`src/rtl/tff_sched_pkg.sv`:
```
// Shared types for the T-flop bank scheduler.
// State encoding and the requester-index width helper.
package tff_sched_pkg;

    typedef enum logic [1:0] {
        IDLE  = 2'd0,
        APPLY = 2'd1,
        ACK   = 2'd2,
        CLEAR = 2'd3
    } state_t;

    function automatic int id_w(input int n);
        return (n < 2) ? 1 : $clog2(n);
    endfunction

endpackage

```
`src/rtl/tff_bank_scheduler_if.sv`:
```
// Requester-side bundle of the T-flop bank scheduler.
// The master drives requests and clears; the slave returns acks.
interface tff_sched_if #(
    parameter int NREQ  = 4,
    parameter int WIDTH = 8
);
    logic [NREQ-1:0]       req_valid;
    logic [NREQ*WIDTH-1:0] req_mask;
    logic                  bank_clr;
    logic [NREQ-1:0]       req_ack;
    logic                  clr_done;

    modport master (
        output req_valid,
        output req_mask,
        output bank_clr,
        input  req_ack,
        input  clr_done
    );

    modport slave (
        input  req_valid,
        input  req_mask,
        input  bank_clr,
        output req_ack,
        output clr_done
    );
endinterface

```
`src/rtl/tff_bank.sv`:
```
// WIDTH T flip-flops built from SR flops, with a whole-bank clear.
// The toggle is expressed as s = t & ~q, r = t & q so s and r never overlap.
module tff_bank #(
    parameter int WIDTH = 8
) (
    input  logic             clk,
    input  logic             rst,
    input  logic [WIDTH-1:0] t,
    input  logic             clr,
    output logic [WIDTH-1:0] q
);
    logic [WIDTH-1:0] s;
    logic [WIDTH-1:0] r;

    assign s = t & ~q & ~{WIDTH{clr}};
    assign r = (t & q) | {WIDTH{clr}};

    always_ff @(posedge clk or posedge rst) begin
        if (rst) begin
            q <= '0;
        end else begin
            q <= s | (q & ~r);
        end
    end

    a_no_sr_overlap : assert property (
        @(posedge clk) disable iff (rst) ((s & r) == '0)
    );
endmodule

```
`src/rtl/tff_bank_scheduler.sv`:
```
// Round-robin scheduler sharing one T-flop bank between NREQ requesters.
// Each transaction toggles the bank for one cycle and returns a one-cycle ack.
module tff_bank_scheduler
    import tff_sched_pkg::*;
#(
    parameter  int NREQ  = 4,
    parameter  int WIDTH = 8,
    parameter  int CNTW  = 16,
    localparam int IDW   = id_w(NREQ)
) (
    input  logic             clk,
    input  logic             rst,
    tff_sched_if.slave       bus,
    output logic [IDW-1:0]   grant_id,
    output logic             busy,
    output logic [WIDTH-1:0] q,
    output logic [CNTW-1:0]  ops_cnt
);
    state_t           state;
    logic [IDW-1:0]   rr_ptr;
    logic [WIDTH-1:0] t;
    logic             clr;
    logic [IDW-1:0]   win;
    logic [IDW-1:0]   cand;
    logic             found;
    logic [IDW-1:0]   next_ptr;

    // First asserted request scanning upward from rr_ptr, wrapping.
    always_comb begin
        win   = '0;
        cand  = '0;
        found = 1'b0;
        for (int k = 0; k < NREQ; k++) begin
            cand = IDW'((int'(rr_ptr) + k) % NREQ);
            if (!found && bus.req_valid[cand]) begin
                found = 1'b1;
                win   = cand;
            end
        end
    end

    assign next_ptr = (win == IDW'(NREQ - 1)) ? '0 : win + 1'b1;

    always_ff @(posedge clk or posedge rst) begin
        if (rst) begin
            state        <= IDLE;
            rr_ptr       <= '0;
            grant_id     <= '0;
            bus.req_ack  <= '0;
            bus.clr_done <= 1'b0;
            busy         <= 1'b0;
            ops_cnt      <= '0;
            t            <= '0;
            clr          <= 1'b0;
        end else begin
            bus.req_ack  <= '0;
            bus.clr_done <= 1'b0;
            t            <= '0;
            clr          <= 1'b0;
            unique case (state)
                IDLE: begin
                    if (bus.bank_clr) begin
                        state <= CLEAR;
                        clr   <= 1'b1;
                        busy  <= 1'b1;
                    end else if (found) begin
                        state    <= APPLY;
                        grant_id <= win;
                        rr_ptr   <= next_ptr;
                        t        <= bus.req_mask[win*WIDTH +: WIDTH];
                        busy     <= 1'b1;
                    end
                end
                APPLY: begin
                    state       <= ACK;
                    bus.req_ack <= NREQ'(1) << grant_id;
                    ops_cnt     <= ops_cnt + 1'b1;
                end
                ACK: begin
                    state <= IDLE;
                    busy  <= 1'b0;
                end
                CLEAR: begin
                    state        <= IDLE;
                    busy         <= 1'b0;
                    bus.clr_done <= 1'b1;
                end
                default: begin
                    state <= IDLE;
                    busy  <= 1'b0;
                end
            endcase
        end
    end

    tff_bank #(
        .WIDTH(WIDTH)
    ) u_bank (
        .clk(clk),
        .rst(rst),
        .t  (t),
        .clr(clr),
        .q  (q)
    );
endmodule

```
`src/flat_wrapper.sv`:
```
// flat-port wrapper written by rule: the top's interface ports become plain ports
module tff_bank_scheduler_flat import tff_sched_pkg::*;
#(
    parameter  int NREQ  = 4,
    parameter  int WIDTH = 8,
    parameter  int CNTW  = 16,
    localparam int IDW   = id_w(NREQ)
)
  (clk, rst, grant_id, busy, q, ops_cnt, bus_req_valid, bus_req_mask, bus_bank_clr, bus_req_ack, bus_clr_done);
  tff_sched_if #(.NREQ(NREQ), .WIDTH(WIDTH)) bus_i ();
  input  logic clk;
  input  logic rst;
  output logic [IDW-1:0] grant_id;
  output logic busy;
  output logic [WIDTH-1:0] q;
  output logic [CNTW-1:0] ops_cnt;
  input wire logic [$bits(bus_i.req_valid)-1:0] bus_req_valid;
  input wire logic [$bits(bus_i.req_mask)-1:0] bus_req_mask;
  input wire logic [$bits(bus_i.bank_clr)-1:0] bus_bank_clr;
  output wire logic [$bits(bus_i.req_ack)-1:0] bus_req_ack;
  output wire logic [$bits(bus_i.clr_done)-1:0] bus_clr_done;
  assign bus_i.req_valid = bus_req_valid;
  assign bus_i.req_mask = bus_req_mask;
  assign bus_i.bank_clr = bus_bank_clr;
  assign bus_req_ack = bus_i.req_ack;
  assign bus_clr_done = bus_i.clr_done;
  tff_bank_scheduler #(.NREQ(NREQ), .WIDTH(WIDTH), .CNTW(CNTW)) u_core (.clk(clk), .rst(rst), .bus(bus_i), .grant_id(grant_id), .busy(busy), .q(q), .ops_cnt(ops_cnt));
endmodule
```
`config.mk`:
```
export PLATFORM = sky130hd
export DESIGN_NAME = tff_bank_scheduler_flat
export DESIGN_NICKNAME = d
export VERILOG_FILES = /design/src/rtl/tff_sched_pkg.sv /design/src/rtl/tff_bank_scheduler_if.sv /design/src/rtl/tff_bank.sv /design/src/rtl/tff_bank_scheduler.sv /design/src/flat_wrapper.sv
export SDC_FILE = /design/constraint.sdc
export NUM_CORES = 1
export LEC_CHECK = 0
export CAP_MARGIN = 5
export CORE_MARGIN = 1
export CORE_UTILIZATION = 48
export DETAILED_ROUTE_END_ITERATION = 12
export GPL_ROUTABILITY_DRIVEN = 0
export PLACE_DENSITY = 0.84
export SKIP_LAST_GASP = 1
export SLEW_MARGIN = 10
export SYNTH_ARGS = -nofsm -noshare
export SYNTH_HDL_FRONTEND = slang
export SYNTH_HIERARCHICAL = 1
export SYNTH_SLANG_ARGS = --single-unit
```
`constraint.sdc`:
```
create_clock -name clk -period 3.9 [get_ports clk]
set_input_delay 0.975 -clock clk [delete_from_list [all_inputs] [get_ports clk]]
set_output_delay 0.975 -clock clk [all_outputs]
set_load 0.05 [all_outputs]
```
**Word level (Yosys, flattened, before mapping)**

Index checks and enable logic that the tools add are counted.

- Register bits: 45
- Input bits: 39
- Output and inout bits: 32
- Logic and storage cells: 77

- $add $sub $neg: 5
- $lt $le $gt $ge: 4
- Equal/unequal tests: 5
- Shifts and indexed selects: 2
- Multiplexer cells: 30
- Bitwise logic cells: 10
- Reductions and logical operators: 11

Operator list:

| operator | number |
|---|---|
| bitwise AND 8 bit | 4 |
| indexed part select 32 x 6 -> 8 bit | 1 |
| 2-to-1 mux 8 bit | 3 |
| NOT 8 bit | 3 |
| adder 16 x 1 -> 16 bit, second input constant | 1 |
| bitwise OR 8 bit | 2 |
| 2-to-1 mux 2 bit | 7 |
| 2-to-1 mux 1 bit | 13 |
| less-than comparator 2 x 3 -> 1 bit, second input constant | 4 |
| binary-select mux 1 bit (select 2 bit) | 4 |
| == test 2 bit, second input constant | 3 |
| case mux 2 bit (3 select lines) | 1 |
| adder 2 x 1 -> 2 bit, second input constant | 2 |
| adder 2 bit, second input constant | 2 |
| 2-to-1 mux 4 bit | 1 |
| << shifter 1 x 2 -> 4 bit, first input constant | 1 |
| logical AND 1 bit | 3 |
| logical NOT 1 bit | 3 |
| != test 3 x 2 -> 1 bit, second input constant | 1 |
| AND reduction 3 bit | 1 |
| == test 2 x 1 -> 1 bit, second input constant | 1 |
| logical NOT 2 bit | 1 |
| case mux 1 bit (2 select lines) | 1 |
| AND reduction 2 bit | 1 |
| other kinds (3) | 3 |

**Logic depth before layout (Yosys ltp)**

Gate-level depths: netlist of the first run.

- Depth after elaboration: 16
- Depth in mapped cells: 7
- Mapped depth without buffers: 5

**Cells and area by module**

The synthesis of the first run kept the hierarchy.

By module, submodules not included:

| module | instances | cells each | area each (µm²) | sequential area each (µm²) |
|---|---|---|---|---|
| tff_bank_scheduler | 1 | 144 | 1709.1 | 925.9 |
| tff_bank | 1 | 26 | 315.3 | 200.2 |

**Least setup slack after synthesis of the first run**

Ideal clock, no wire load.

- Path type: input-to-reg
- From: in bus_req_valid[0]
- To: reg u_core.t[0]
- Setup time: 0.131 ns
- Arrival time: 1.960 ns
- Required time: 3.769 ns
- Setup slack: 1.809 ns
- Stages: 7
- Buffers on the path: 2
- Cells stage by stage: a21oi_1 -> o21ai_1 -> a2bb2oi_1 -> buf_4 -> buf_4 -> mux2i_1 -> o22ai_1

- Cells in the longest elaborated chain, start to end: 16
- Elaborated cells between the ends (all ways): 26
- Those cells by class: shift: 1; mux: 19; reduce/logical: 6

Ends and longest elaborated chain:

| element | RTL line | RTL |
|---|---|---|
| start: declaration | flat_wrapper.sv:17 | `input wire logic [$bits(bus_i.req_valid)-1:0] bus_req_valid;` |
| binary-select mux 1 bit (select 2 bit) | tff_bank_scheduler.sv:35 | `if (!found && bus.req_valid[cand]) begin` |
| 2-to-1 mux 1 bit (implied by the code) | tff_bank_scheduler.sv:35 |  |
| 2-to-1 mux 1 bit | tff_bank_scheduler.sv:35 |  |
| logical NOT 1 bit | tff_bank_scheduler.sv:35 |  |
| logical AND 1 bit | tff_bank_scheduler.sv:35 |  |
| 2-to-1 mux 1 bit | tff_bank_scheduler.sv:35 |  |
| logical NOT 1 bit | tff_bank_scheduler.sv:35 |  |
| logical AND 1 bit | tff_bank_scheduler.sv:35 |  |
| 2-to-1 mux 1 bit | tff_bank_scheduler.sv:35 |  |
| logical NOT 1 bit | tff_bank_scheduler.sv:35 |  |
| logical AND 1 bit | tff_bank_scheduler.sv:35 |  |
| 2-to-1 mux 2 bit | tff_bank_scheduler.sv:35 |  |
| indexed part select 32 x 6 -> 8 bit | tff_bank_scheduler.sv:70 | `t <= bus.req_mask[win*WIDTH +: WIDTH];` |
| 2-to-1 mux 8 bit (*) | tff_bank_scheduler.sv:66 | `end else if (found) begin` |
| 2-to-1 mux 8 bit (*) | tff_bank_scheduler.sv:62 | `if (bus.bank_clr) begin` |
| 2-to-1 mux 8 bit (*) | tff_bank_scheduler.sv:60 | `unique case (state)` |
| end signal: assignment | tff_bank_scheduler.sv:70 |  |
| end: declaration | tff_bank_scheduler.sv:21 | `logic [WIDTH-1:0] t;` |

Mark *: on every way between the ends. The rest lies on a longest branch, timed or not. The select of a mux whose other input is x is not followed.
A chain may end at the register's enable or synchronous reset.

**Worst setup path after layout of the first run**

- From: reg u_core.ops_cnt[2]
- To: out ops_cnt[2]

RTL lines:

| element | RTL line | RTL |
|---|---|---|
| start: declaration | tff_bank_scheduler.sv:17 | `output logic [CNTW-1:0] ops_cnt` |
| start signal: assignment | tff_bank_scheduler.sv:77 | `ops_cnt <= ops_cnt + 1'b1;` |
| end: declaration | flat_wrapper.sv:16 | `output logic [CNTW-1:0] ops_cnt;` |

No word-level cell between the ends.

==> impl_metrics.toml, run 1 <==
[power]
powerDensity_mw_per_mm2 = 665
intPower_w = 0.00110
p_comb_share_pct = 45.8
p_seq_share_pct = 38.2
cellLeakagePower_nw = 1.28
swShare_pct = 42.2
p_sw_w = 0.000803
vdd.ir_drop.worst_mv = 0.620
p_clk_share_pct = 16.0

[worst_setup_path]
path_buf_inv = 1
crit-reg2reg-launch = "u_core/state[1]"
max_stage_delay_ps = 850
crit_chain = "clkdlybuf4s50_1"
cp.depth = 1
startpoint_type = "flop"
worst-r2r-cell-count = 4
required_ps = 2920
end_kind = "primary output"
crit_arrival_ps = 1600
critPathMaxFanout = 5
crit_start = "u_core/ops_cnt[2]"
path_class = "flop to primary output"
critical_path.top_delay_family = "buffers and inverters"
cp_slowest_cell = "clkdlybuf4s50_1"

[clock_network]
cts_tree = "built"
clk_pin_slew_ps = 80
root_buffer = "clkbuf_8"
clk_latency_ps = 280
post_cts_buffers = 0
cts_buffer_depth = 2
hold_buffers = 0
cts-buffers-inserted = 5
cts.repair.resized = 0
htreeDepth = 2
cts.sinks = 45

[synth]
synth_cell_types = 35
synth.most_common_cell = "dfrtp_1"
yosys_most_used_dff = "dfrtp_1"
synth_edf_count = 0
synth_warnings = 6
syn_area_per_cell_um2 = 11.9
syn_area_mm2 = 0.00202
synth_common_cells = "45 x dfrtp_1, 20 x xnor2_1, 16 x mux2i_1"
synth.net_count = 210
yosys.area.top_type_share_pct = 55.6
yosys-top-cells-area = "dfrtp_1 56%, xnor2_1 8.7%, mux2i_1 7.9%, o22ai_1 2.8%, nor2_1 2.4%"
synth_cells = 170
synth.ff_latch_count = 45
ys_seq_area_share_pct = 55.6
async_reset_ff_share_pct = 100
yosys.area.top_type = "dfrtp_1"

[floorplan]
die_w_um = 66.9
io_pins = 71
fp.dieH_um = 66.9
initial_core_util_pct = 50.2
row_count = 23
core_mm2 = 0.00403
die_area_mm2 = 0.00448

[run]
maxCapViolations = 0

[detailed_routing]
num_vias = 1490
drt_iter0_drc = 69
firstDrtPassIters = 4
drtAntennaViolNets = 0
wl_per_cell_um = 13.6
wirelength_um = 4000
drc = 0
viasPerCell = 5.05

[layout]
seq_area_mm2 = 0.00113
multi_input_area_um2 = 818
areaGrowthSynthToFinish_pct = 41.3
fillers = 305
design.final.nets = 284
diodes = 0
post_route_cells_drive_above_1_share_pct = 9.39

[grt]
grt_pass1_wl_um = 6320
grt_overflow = 0
antenna_found_initial = 0
grt_max_degree = 38
grt_pass1_vias = 1435
track_usage_pct = 18.8

[sta]
tns_ps = 0
rsz0062_at_grt = "false"
relSlewSlack_pct = 63.9
max_freq_ghz = 0.388
period_share_pct = 66.1
worst_slew_pin_slew_ps = 539
slew_violations = 0
skew_ps = 4.23
hold_violations = 0
finalSetupViolCount = 0
hold_slack_ps = 474
fin_crit_ps = 2580

[place]
portBuffers = 70
dpl.hpwl_um = 3040

[worst_hold_path]
hold_start = "u_core/ops_cnt[15]"
hold_depth = 1
min_path_type = "flop to flop"

[status]
outcome = "finished, final reports clean"
## routing by layer
| layer | track usage (%) | vias to the layer above | routed length, um |
|---|---|---|---|
| li1 | - | 725 | - |
| met1 | 25.6 | 729 | 1850 |
| met2 | 30.4 | 32 | 2010 |
| met3 | 1.88 | 4 | 101 |
| met4 | 8.24 | 0 | 41 |
| met5 | 0 | - | 0 |
## cells in the final DEF, fill, tap and decap left out
master,Yosys,routed
buf_4,2,2
and3_2,2,2
mux2i_1,16,16
a21o_1,1,1
nor2b_2,1,1
dfrtp_1,45,45
nor2_1,13,13
and2_2,1,1
nand4_1,4,4
clkdlybuf4s50_1,0,70
clkinv_2,0,1
a21oi_1,3,3
inv_2,1,1
nand2_1,12,12
xor2_1,4,4
a21boi_1,1,1
clkbuf_8,0,7
nand3_4,1,1
or2_1,1,1
nor4_4,1,1
nand3_1,3,3
xnor2_1,20,20
nand4_2,1,1
a211oi_1,1,1
ha_1,1,1
and4_1,1,1
o22ai_1,9,9
inv_1,9,9
nor4_2,1,1
o21ai_1,2,2
and3_1,1,1
nor3_1,3,3
mux2_2,1,1
a2bb2oi_2,0,1
nor2_2,1,1
nor3_4,1,1
a221oi_1,2,2
## metrics by stage
stage                     power, W  setup slack, ps  cell area, um^2  std cells  util (%)
after floorplan            0.00134             1810             2020        170         -
after global placement     0.00159             1200             2760        287      68.5
after detailed placement   0.00161             1170             2760        287      68.5
after CTS                  0.00191             1310             2860        295      71.0
after global routing       0.00201             1280             2860        295      71.0
final                      0.00190             1320             2860        295      71.0
## flip-flops by register name, indices dropped and copies added (netlist names)
| signal | cells |
|---|---|
| u_core/grant_id | 2 |
| u_core/busy | 1 |
| u_core/state | 2 |
| u_core/t | 8 |
| u_core/ops_cnt | 16 |
| u_core/u_bank/q | 8 |
| u_core/bus.clr_done | 1 |
| u_core/clr | 1 |
| u_core/rr_ptr | 2 |
| u_core/bus.req_ack | 4 |
## logic make-up (layout without fill, tap and decap cells)
group           after synthesis  after routing  synth area share [%]
simple gates                 48             48                  14.2
mux                          17             17                  8.47
flops                        45             45                  55.6
buf+inv                      15             90                  4.26
xor+xnor                     24             24                  10.4
compound gates               20             20                  6.43
fa+ha+maj                     1              1                 0.618
## path summary, 6_finish.rpt
check | slack [ps] | end
max in group asynchronous | 2420 | u_core/bus.req_ack[3]
min in group asynchronous | 970 | u_core/u_bank/q[4]
min | 470 | u_core/ops_cnt[15]
max | 1320 | ops_cnt[2]
min reg2reg | 470 | u_core/ops_cnt[15]
max reg2reg | 2170 | u_core/t[3]
## power by group through the flow
stage          Sequential [W]  Combinational (W)  Clock (W)
2_1_floorplan         0.00100           0.000338          0
3_3_place_gp         0.000739           0.000851          0
3_5_place_dp         0.000741           0.000871          0
4_1_cts              0.000731           0.000874   0.000310
5_1_grt              0.000749           0.000930   0.000330
6_report             0.000728           0.000872   0.000304
## cell type report
class	instances	area share (%)
Multi-Input combinational cell	110	28.6
Inverter	10	1.31
Clock inverter	1	0.175
Timing Repair Buffer	72	25.0
Sequential cell	45	39.4
Clock buffer	7	3.37
Tap cell	50	2.19
Power figures use the tool's default switching activity.
==> run 2: changes to the inputs <==
Settings changed: CORE_UTILIZATION 48 to 45, PLACE_DENSITY 0.84 to 0.8.
Clock period 3.9 ns to 2.6 ns, I/O delays scaled along.
==> run 2 against run 1 <==
Against the previous run:
- global-route usage fell by 0.21 points
- worst hold slack got worse by 5.4 ps
- flip-flop and latch count did not move
- combinational power rose by 53%
- die area rose by 6.5%
- clock skew rose by 1.1 ps
- sequential power rose by 51%
- cell count rose by 1.0%
- critical path depth did not move
- via count rose by 0.81%
- final area rose by 0.79%
- largest power group unchanged
==> impl_metrics.toml, run 2 (synthesis gave the netlist of run 1 again) <==
[status]
outcome = "finished, final reports clean"

[floorplan]
core_mm2 = 0.00432
initial_core_util_pct = 46.8
fp.dieH_um = 69.1
die_w_um = 69.1
io_pins = 71
die_area_mm2 = 0.00477
row_count = 24

[layout]
largest_reg_flops = 16
areaGrowthSynthToFinish_pct = 42.5
max_flop_register = "u_core/ops_cnt"
top_regs = "u_core/ops_cnt: 16 flops, u_core/t: 8 flops, u_core/u_bank/q: 8 flops"
post_route_cells_drive_above_1_share_pct = 9.76
final_common_cell = "clkdlybuf4s50_1"
design.final.nets = 285
final_cell_mix = "70 x clkdlybuf4s50_1, 45 x dfrtp_1, 20 x xnor2_1, 16 x mux2i_1, 13 x nor2_1"
diodes = 0
seq_area_mm2 = 0.00113
multi_input_area_um2 = 818
fillers = 338

[sta]
slew_violations = 0
period_share_pct = 87.2
max_freq_ghz = 0.441
tns_ps = 0
finalSetupViolCount = 0
worst_slew_pin_slew_ps = 520
fin_crit_ps = 2270
relSlewSlack_pct = 65.2
rsz0062_at_grt = "false"
hold_slack_ps = 468
hold_violations = 0
skew_ps = 5.28

[power]
vdd.ir_drop.worst_mv = 0.610
cellLeakagePower_nw = 1.29
powerDensity_mw_per_mm2 = 1000
total_power_w = 0.00289

[worst_setup_path]
required_ps = 1950
crit_chain = "clkdlybuf4s50_1"
cp_slowest_cell = "clkdlybuf4s50_1"
crit_arrival_ps = 1620
max_stage_delay_ps = 850
path_class = "flop to primary output"
critical_path.top_delay_family = "buffers and inverters"
crit_start = "u_core/ops_cnt[2]"
end_kind = "primary output"
critPathMaxFanout = 5
crit-reg2reg-launch = "u_core/state[0]"
path_buf_inv = 1
startpoint_type = "flop"

[clock_network]
cts_tree = "built"
htreeDepth = 2
root_buffer = "clkbuf_8"
clk_pin_slew_ps = 80
cts_buffer_depth = 2
hold_buffers = 0
clk_latency_ps = 290
cts.sinks = 45
cts-buffers-inserted = 5
cts.repair.resized = 0
post_cts_buffers = 0

[grt]
grt_overflow = 0
grt_pass1_wl_um = 7060
track_usage_pct = 18.6
grt_max_degree = 38
antenna_found_initial = 0
grt_pass1_vias = 1441

[detailed_routing]
viasPerCell = 5.04
wirelength_um = 4250
drt_iter0_drc = 85
firstDrtPassIters = 4
drc = 0
num_vias = 1502
drtAntennaViolNets = 0
wl_per_cell_um = 14.3

[place]
portBuffers = 70
dpl.hpwl_um = 3190

[run]
maxCapViolations = 0

[worst_hold_path]
min_path_type = "flop to flop"
hold_start = "u_core/ops_cnt[15]"
==> run 2: cell types whose count changed in the layout (fill, tap and decap cells not counted), sizes merged <==
cell	previous run	this run
buf	2	3
==> run 2: metrics by stage <==
stage / setup WS [ps] / cell area (um^2) / utilization (%) / instances
finish: 333 / 2880 / 66.7 / 298
CTS: 315 / 2880 / 66.7 / 298
floorplan: 834 / 2020 / - / 170
global route: 280 / 2880 / 66.7 / 298
detailed placement: 148 / 2780 / 64.4 / 290
global placement: 276 / 2780 / 64.4 / 290
==> run 2: worst paths after layout <==
check	to	slack (ps)	cells after the start
max	ops_cnt[2]	330	1
min	u_core/ops_cnt[15]	470	1
max reg2reg	u_core/ops_cnt[10]	860	5
min reg2reg	u_core/ops_cnt[15]	470	1
max in group asynchronous	u_core/ops_cnt[9]	1470	3
min in group asynchronous	u_core/u_bank/q[5]	650	2
==> run 2: metal layers <==
| metal | wire length (um) | part of all wire [%] | GRT usage (%) | up-vias |
|---|---|---|---|---|
| li1 | - | - | - | 728 |
| met1 | 1980 | 47 | 26.0 | 736 |
| met2 | 2070 | 49 | 28.9 | 36 |
| met3 | 169 | 4.0 | 4.09 | 2 |
| met4 | 34 | 0.80 | 6.12 | 0 |
| met5 | 0 | 0 | 0 | - |
==> run 2: final cells by class <==
type | instances | area share (%)
sequential | 45 | 39.0
multi-input combinational | 110 | 28.4
timing repair buffer | 73 | 25.5
clock buffer | 7 | 3.34
tap | 52 | 2.26
inverter | 10 | 1.30
clock inverter | 1 | 0.174
==> run 2: report_power, final <==
part | switching (W) | total [W] | internal (W)
sequential | 0.000211 | 0.00110 | 0.000894
clock | 0.000217 | 0.000457 | 0.000240
combinational | 0.000793 | 0.00133 | 0.000537
total | 0.00122 | 0.00289 | 0.00167
==> run 3: changes to the inputs <==
Settings changed: CELL_PAD_IN_SITES_DETAIL_PLACEMENT from default to 0, CELL_PAD_IN_SITES_GLOBAL_PLACEMENT from default to 1, CORE_UTILIZATION 45 to 34, PLACE_DENSITY 0.8 to default, PLACE_DENSITY_LB_ADDON from default to 0.1, SLEW_MARGIN 10 to 15.
==> run 3 against run 2 <==
Against the previous run:
- global-route usage down 4.5 points
- highest routed layer unchanged
- largest cell class unchanged
- clock power grew 13%
- critical path depth did not move
- sequential power is essentially flat
- worst hold slack improved by 9.4 ps
- register-to-register slack about the same
- cell count is 6.4% higher
- clock-buffer cell count decreased by 1
- non-clock buffer count fell by 1
- maximum frequency fell by 0.22%
- clock skew increased by 0.57 ps
==> impl_metrics.toml, run 3 (synthesis gave the netlist of run 1 again) <==
[status]
outcome = "finished, final reports clean"

[sta]
fin_crit_ps = 2270
hold_violations = 0
max_freq_ghz = 0.440
relSlewSlack_pct = 66.2
finalSetupViolCount = 0
skew_ps = 5.85
tns_ps = 0
worst_slew_pin_slew_ps = 505
period_share_pct = 87.4
rsz0062_at_grt = "false"
slew_violations = 0

[clock_network]
root_buffer = "clkbuf_8"
clk_pin_slew_ps = 90
htreeDepth = 2
cts_tree = "built"
clk_latency_ps = 290
hold_buffers = 0
cts.sinks = 45
cts_buffer_depth = 2
cts-buffers-inserted = 5
cts.repair.resized = 0
post_cts_buffers = 0

[detailed_routing]
num_vias = 1465
drc = 0
wirelength_um = 4100
firstDrtPassIters = 4
wl_per_cell_um = 12.9
drtAntennaViolNets = 0
viasPerCell = 4.62
drt_iter0_drc = 53

[place]
portBuffers = 70
place_area_mm2 = 0.00280
dpl.hpwl_um = 3160
dp.cells = 309

[worst_setup_path]
crit_start = "u_core/ops_cnt[2]"
max_stage_delay_ps = 850
reg2reg_slack_ps = 860
critical_path.top_delay_family = "buffers and inverters"
crit_chain = "clkdlybuf4s50_1"
end_kind = "primary output"
required_ps = 1950
path_class = "flop to primary output"
crit-reg2reg-launch = "u_core/state[0]"
cp_slowest_cell = "clkdlybuf4s50_1"
critPathMaxFanout = 5
crit_arrival_ps = 1620
path_buf_inv = 1
startpoint_type = "flop"

[worst_hold_path]
hold_start = "u_core/ops_cnt[15]"
min_path_type = "flop to flop"

[layout]
stdcell_area_mm2 = 0.00291
stdcell_count = 317
diodes = 0
largest_reg_flops = 16
final_core_util_pct = 51.9
final_cell_mix = "70 x clkdlybuf4s50_1, 45 x dfrtp_1, 20 x xnor2_1, 16 x mux2i_1, 13 x nor2_1"
post_route_cells_drive_above_1_share_pct = 8.98
top_regs = "u_core/ops_cnt: 16 flops, u_core/t: 8 flops, u_core/u_bank/q: 8 flops"
design.final.nets = 284
areaGrowthSynthToFinish_pct = 43.8
final_common_cell = "clkdlybuf4s50_1"
max_flop_register = "u_core/ops_cnt"

[floorplan]
core_mm2 = 0.00561
die_area_mm2 = 0.00627
die_w_um = 79.2
io_pins = 71
fp.dieH_um = 79.2
row_count = 27
initial_core_util_pct = 36.1

[grt]
grt_max_degree = 38
track_usage_pct = 14.1
grt_overflow = 0
antenna_found_initial = 0
grt_pass1_vias = 1407
grt_pass1_wl_um = 6730

[power]
vdd.ir_drop.worst_mv = 0.532
total_power_w = 0.00292
powerDensity_mw_per_mm2 = 1000
cellLeakagePower_nw = 1.29

[run]
maxCapViolations = 0
## run 3: cell types whose count changed in the layout (fill, tap and decap cells not counted)
cell / delta
clkinv_4: +1
clkbuf_1: +1
buf_4: -1
clkbuf_8: -2
clkinv_2: -1
bufinv_16: +1
## run 3: power by group
group | switching [W] | internal [W] | total, W | leakage (nW)
sequential | 0.000206 | 0.000894 | 0.00110 | 0.592
clock | 0.000229 | 0.000289 | 0.000518 | 0.0554
combinational | 0.000776 | 0.000530 | 0.00131 | 0.642
total | 0.00121 | 0.00171 | 0.00292 | 1.29
## run 3: per-layer routing
layer  track usage [%]  part of all wire (%)
met1              19.2                    47
met2              22.2                    50
met3              3.10                   2.8
met4              4.36                  0.58
met5                 0                     0
## run 3: layout make-up
class / count / area (um^2)
sequential: 45 / 1130
timing repair buffer: 72 / 728
clock inverter: 2 / 38.8
tap: 72 / 90.1
clock buffer: 6 / 72.6
inverter: 10 / 37.5
fill: 515 / 2700
multi-input combinational: 110 / 818
## run 3: path summary, 6_finish.rpt
check                                           to  depth (start not counted)
worst max-delay path                    ops_cnt[2]                          1
min in group asynchronous       u_core/u_bank/q[6]                          2
worst min-delay path            u_core/ops_cnt[15]                          1
worst max register to register  u_core/ops_cnt[10]                          5
worst min register to register  u_core/ops_cnt[15]                          1
max in group asynchronous         u_core/rr_ptr[1]                          3
## run 3: per-stage QoR
step	setup WS [ps]	hold WS, ps
after floorplan	834	466
after global placement	276	462
after detailed placement	223	466
after CTS	304	478
after global routing	253	516
final	328	478
